<file path="config.mk">
export PLATFORM = sky130hd
export DESIGN_NAME = xf100_ifu_fetch
export DESIGN_NICKNAME = d
export VERILOG_FILES = /design/src/rtl/xf100_ifu_fetch.sv
export SDC_FILE = /design/constraint.sdc
export NUM_CORES = 1
export LEC_CHECK = 0
export CORE_UTILIZATION = 50
export DETAILED_ROUTE_END_ITERATION = 12
export PLACE_DENSITY = 0.87
export SYNTH_ARGS = -nofsm -noshare
export SYNTH_HDL_FRONTEND = slang
export SYNTH_SLANG_ARGS = --single-unit
</file>
<file path="constraint.sdc">
create_clock -name clk -period 5.4 [get_ports clk]
set_input_delay 0.81 -clock clk [delete_from_list [all_inputs] [get_ports clk]]
set_output_delay 0.81 -clock clk [all_outputs]
set_load 0.01 [all_outputs]
</file>
<file path="src/rtl/xf100_ifu_fetch.sv">
// In-order instruction fetch: PC sequencing, credit-limited bus requests, response FIFO toward EXU.
// Accept at N, response at N+k, instr_valid at N+k+1; requests stall while in-flight + buffered reaches DEPTH.
module xf100_ifu_fetch #(
    parameter logic [31:0] RESET_PC = 32'h8000_0000,
    parameter int          DEPTH    = 2
) (
    input  logic        clk,
    input  logic        rst,
    output logic        ifu_o_req_valid,
    input  logic        ifu_i_req_ready,
    output logic [31:0] ifu_o_req_addr,
    input  logic        ifu_i_rsp_valid,
    input  logic [31:0] ifu_i_rsp_instr,
    input  logic        ifu_i_rsp_err,
    output logic        ifu_o_instr_valid,
    input  logic        exu_i_instr_ready,
    output logic [31:0] ifu_o_instr,
    output logic [31:0] ifu_o_pc,
    output logic        ifu_o_instr_err,
    input  logic        ifu_i_redirect,
    input  logic [31:0] ifu_i_redirect_pc
);

    localparam int          AW  = (DEPTH > 1) ? $clog2(DEPTH) : 1;
    localparam int          CW  = $clog2(DEPTH + 1);
    localparam logic [31:0] NOP = 32'h0000_0013;

    typedef struct packed {
        logic [31:0] instr;
        logic [31:0] pc;
        logic        err;
    } entry_t;

    entry_t          fifo_q [DEPTH];
    logic [AW-1:0]   rd_ptr_q, wr_ptr_q;
    logic [CW-1:0]   fifo_cnt_q, out_cnt_q, drop_cnt_q;
    logic [31:0]     pc_q, rsp_pc_q;

    logic [CW:0]     used;
    logic            req_fire, rsp_drop, push, pop;
    logic [31:0]     redirect_tgt;
    entry_t          head;
    logic            unused_redirect_lsb;

    assign redirect_tgt        = {ifu_i_redirect_pc[31:2], 2'b00};
    assign unused_redirect_lsb = ^ifu_i_redirect_pc[1:0];

    // Conservative credit: a pop in the same cycle does not free a slot.
    assign used            = {1'b0, out_cnt_q} + {1'b0, fifo_cnt_q};
    assign ifu_o_req_valid = ~rst & ~ifu_i_redirect & (used < (CW+1)'(DEPTH));
    assign ifu_o_req_addr  = pc_q;
    assign req_fire        = ifu_o_req_valid & ifu_i_req_ready;

    assign rsp_drop = ifu_i_rsp_valid & (drop_cnt_q != '0);
    assign push     = ifu_i_rsp_valid & ~rsp_drop & ~ifu_i_redirect & ~rst;

    assign head              = fifo_q[rd_ptr_q];
    assign ifu_o_instr_valid = ~rst & (fifo_cnt_q != '0);
    assign pop               = ifu_o_instr_valid & exu_i_instr_ready;

    assign ifu_o_instr     = (ifu_o_instr_valid & ~head.err) ? head.instr : NOP;
    assign ifu_o_pc        = ifu_o_instr_valid ? head.pc : 32'h0;
    assign ifu_o_instr_err = ifu_o_instr_valid & head.err;

    always_ff @(posedge clk) begin
        if (push) begin
            fifo_q[wr_ptr_q] <= '{instr: ifu_i_rsp_instr, pc: rsp_pc_q, err: ifu_i_rsp_err};
        end
    end

    always_ff @(posedge clk) begin
        if (rst) begin
            pc_q       <= RESET_PC;
            rsp_pc_q   <= RESET_PC;
            out_cnt_q  <= '0;
            drop_cnt_q <= '0;
            fifo_cnt_q <= '0;
            rd_ptr_q   <= '0;
            wr_ptr_q   <= '0;
        end else begin
            out_cnt_q <= out_cnt_q + CW'(req_fire) - CW'(ifu_i_rsp_valid);
            if (ifu_i_redirect) begin
                // Everything still on the bus after this edge belongs to the old stream.
                pc_q       <= redirect_tgt;
                rsp_pc_q   <= redirect_tgt;
                drop_cnt_q <= out_cnt_q - CW'(ifu_i_rsp_valid);
                fifo_cnt_q <= '0;
                rd_ptr_q   <= '0;
                wr_ptr_q   <= '0;
            end else begin
                if (req_fire) begin
                    pc_q <= pc_q + 32'd4;
                end
                if (rsp_drop) begin
                    drop_cnt_q <= drop_cnt_q - CW'(1);
                end
                if (push) begin
                    wr_ptr_q <= wr_ptr_q + AW'(1);
                    rsp_pc_q <= rsp_pc_q + 32'd4;
                end
                if (pop) begin
                    rd_ptr_q <= rd_ptr_q + AW'(1);
                end
                fifo_cnt_q <= fifo_cnt_q + CW'(push) - CW'(pop);
            end
        end
    end

`ifndef SYNTHESIS
    always_ff @(posedge clk) begin
        if (push) begin
            assert (fifo_cnt_q != CW'(DEPTH) || pop);
        end
    end
`endif

endmodule

</file>
==> results.json <==
{
  "final_nets": 986,
  "synth_edf_count": 126,
  "final_design_area_no_fill_um2": 11100,
  "syn_avg_cell_area_um2": 11.5,
  "layout_min_cycle_time_ns": 4.18,
  "postRouteAntennaNets": 0,
  "totalNegativeSetupSlack_ns": 0,
  "grt_start_max_net_pins": 64,
  "initialDrtViolationCount": 590,
  "die_w_um": 134,
  "cap_viol_max_count": 0,
  "max-slew-margin-rel_pct": 30.3,
  "mappedNetlistArea_um2": 8750,
  "grt_overflow_total": 0,
  "antenna_cells_inserted": 0,
  "cp-end-kind": "output port",
  "maxClockFrequency_mhz": 239,
  "switch_pwr_uw": 730,
  "synthDominantCellAreaShare_pct": 43.2,
  "timing.final.hold_violations": 0,
  "pwr-share-clk_pct": 37.9,
  "combined_global_route_utilization_of_all_metal_layers_pct": 23.0,
  "synth.cells.most_frequent": "126 x sky130_fd_sc_hd__edfxtp_1, 83 x sky130_fd_sc_hd__nor2_1, 69 x sky130_fd_sc_hd__dfxtp_1",
  "drc": 0,
  "routed_via_density": 5.85,
  "grt_first_pass_wirelength_mm": 32.1,
  "timing.critical_path.fanout_max": 32,
  "p_leak_uw": 0.00360,
  "power_density_nw_per_um2": 287,
  "rsz0062_at_grt": "no",
  "wl_mm": 20.4,
  "critPathArrivalTime_ns": 3.37,
  "post-route-period-util_pct": 77.3,
  "cts.sinks": 195,
  "avgRoutedWirePerCell_um": 17.8,
  "synth.top_cells.by_area": "sky130_fd_sc_hd__edfxtp_1 43%, sky130_fd_sc_hd__dfxtp_1 16%, sky130_fd_sc_hd__mux2i_1 7.4%",
  "antenna_found_initial": 0,
  "cts.reportedPaths.clkPinSlew_ns": 0.07,
  "layout-drive-gt1-share_pct": 6.21,
  "yosys_warnings": 0,
  "dieHeight_um": 134,
  "synth.yosys.seq_area_share_pct": 59.0,
  "routed-via-count": 6681,
  "setup_viol_count_final": 0,
  "setup.worst_path.start_class": "primary input",
  "synth_cells": 759,
  "postPlaceCellArea_um2": 10600,
  "place_congestion": 0.913,
  "cts_setup_buffers": 0,
  "run_status": "completed",
  "fp-row-count": 48,
  "floorplan.io_pins": 170,
  "starting_density_of_the_core_pct": 50.9,
  "timing.setup.critical_path_class": "primary input to output port",
  "most_area_hungry_cell_type_in_the_yosys_netlist": "sky130_fd_sc_hd__edfxtp_1",
  "core_region_area_um2": 17200,
  "synth.lib_cells_used.distinct": 56,
  "utilization_pct": 64.7,
  "timing_max_transition_violations_final": 0,
  "cellInternalPower_uw": 2470,
  "synth_seq_cells": 195,
  "cts_repair_resized_insts": 0,
  "tritoncts": "built",
  "power.share.combinational_pct": 8.8,
  "cts_htree_levels": 4,
  "async_reset_ff_share_pct": 0,
  "syn2layout_area_growth_pct": 27.1,
  "drt_first_pass_iters": 5,
  "ctsRootBufferMaster": "sky130_fd_sc_hd__clkbuf_16",
  "netSwitchingFraction_pct": 22.8,
  "timing.clock.skew_ns": 0.00931,
  "die_area_um2": 18000,
  "hold_path_class": "flop to flop",
  "critPathRequiredTime_ns": 4.59,
  "part_of_the_power_in_registers_pct": 53.4,
  "cts.hold.buffers_added": 0,
  "io_buffers": 163,
  "cts_max_path_buffers": 2,
  "grt_pass1_vias": 6158,
  "power.ir.vdd_worst_mv": 0.232,
  "yosysMostFrequentCell": "sky130_fd_sc_hd__edfxtp_1",
  "transition_time_at_the_pin_with_the_least_slew_margin_ns": 1.05,
  "detailed_place_hpwl_mm": 14.1,
  "number_of_buffers_created_by_cts": 17,
  "clock_latency_ns": 0.43,
  "postSynth.topFlopCell": "sky130_fd_sc_hd__edfxtp_1"
}
-- worst paths after layout --
path                              startpoint                 end  slack, ns  depth (start not counted)
worst min-delay path            rsp_pc_q[26]       fifo_q[0][27]       0.51                          0
worst max-delay path                     rst      ifu_o_instr[5]       1.22                          7
worst min register to register  rsp_pc_q[26]       fifo_q[0][27]       0.51                          0
worst max register to register  out_cnt_q[0]  ifu_o_req_addr[18]       2.53                          6
-- layer usage --
layer,global-route usage (%),up-vias,wire [µm]
met5,0,-,0
met4,6.68,0,310
met3,5.10,28,1780
met2,37.2,343,9710
met1,31.0,3165,8600
li1,-,3145,-
-- flip-flops by register name (all words and copies together) (netlist names), named ones only --
register        cells
wr_ptr_q            1
fifo_cnt_q          2
fifo_q            126
rsp_pc_q           30
ifu_o_req_addr     30
drop_cnt_q          2
rd_ptr_q            1
out_cnt_q           2
-- power by group through the flow --
stage | Sequential (µW) | Clock [µW] | Combinational [µW]
final | 1710 | 1210 | 280
after global routing | 1710 | 1290 | 304
after CTS | 1700 | 1230 | 279
after detailed placement | 1740 | 0 | 276
after global placement | 1730 | 0 | 269
after floorplan | 1730 | 0 | 141
-- cell type report --
type | count | area (µm²)
multi-input combinational | 489 | 3300
inverter | 31 | 116
clock buffer | 17 | 425
tap | 225 | 282
fill | 1311 | 6060
sequential | 195 | 5170
timing repair buffer | 172 | 1690
clock inverter | 14 | 139
-- kinds of logic (layout without fill, tap and decap cells) --
family | Yosys count | after routing | synth area share, %
AND/OR/NAND/NOR | 261 | 261 | 15.9
flip-flops | 195 | 195 | 59.0
AO/OA/AOI/OAI | 126 | 126 | 10.3
buffers and inverters | 78 | 234 | 3.59
multiplexers | 66 | 66 | 7.56
XOR/XNOR | 23 | 23 | 2.30
adder cells (fa/ha/maj) | 9 | 9 | 1.37
other | 1 | 4 | 0.0429
-- per-stage QoR --
stage	std cells	setup slack (ns)	total power, µW	hold WS (ns)
after global routing	1143	1.03	3300	0.514
after floorplan	762	0.921	1870	0.433
after global placement	1112	1.33	2000	0.466
final	1143	1.22	3200	0.513
after CTS	1143	1.22	3210	0.500
after detailed placement	1112	1.21	2010	0.484
-- placed cells by master, fill, tap and decap left out, types with 18 or more instances in the layout --
cell | synthesis | layout
sky130_fd_sc_hd__clkdlybuf4s50_1 | 0 | 162
sky130_fd_sc_hd__edfxtp_1 | 126 | 126
sky130_fd_sc_hd__nor2_1 | 83 | 82
sky130_fd_sc_hd__dfxtp_1 | 69 | 68
sky130_fd_sc_hd__mux2i_1 | 65 | 65
sky130_fd_sc_hd__nand2_1 | 36 | 36
sky130_fd_sc_hd__inv_1 | 30 | 30
sky130_fd_sc_hd__nand3_1 | 24 | 24
sky130_fd_sc_hd__a21oi_1 | 22 | 22
sky130_fd_sc_hd__or4_1 | 18 | 18
-- critical path: stages --
cell	delay (ns)
sky130_fd_sc_hd__clkdlybuf4s50_1	0.45
sky130_fd_sc_hd__o21bai_2	0.20
sky130_fd_sc_hd__buf_4	0.24
sky130_fd_sc_hd__inv_1	0.21
sky130_fd_sc_hd__nand2_1	0.56
sky130_fd_sc_hd__nor2_1	0.30
sky130_fd_sc_hd__clkdlybuf4s50_1	0.58
Note: power is estimated with default switching activity, not from simulation.
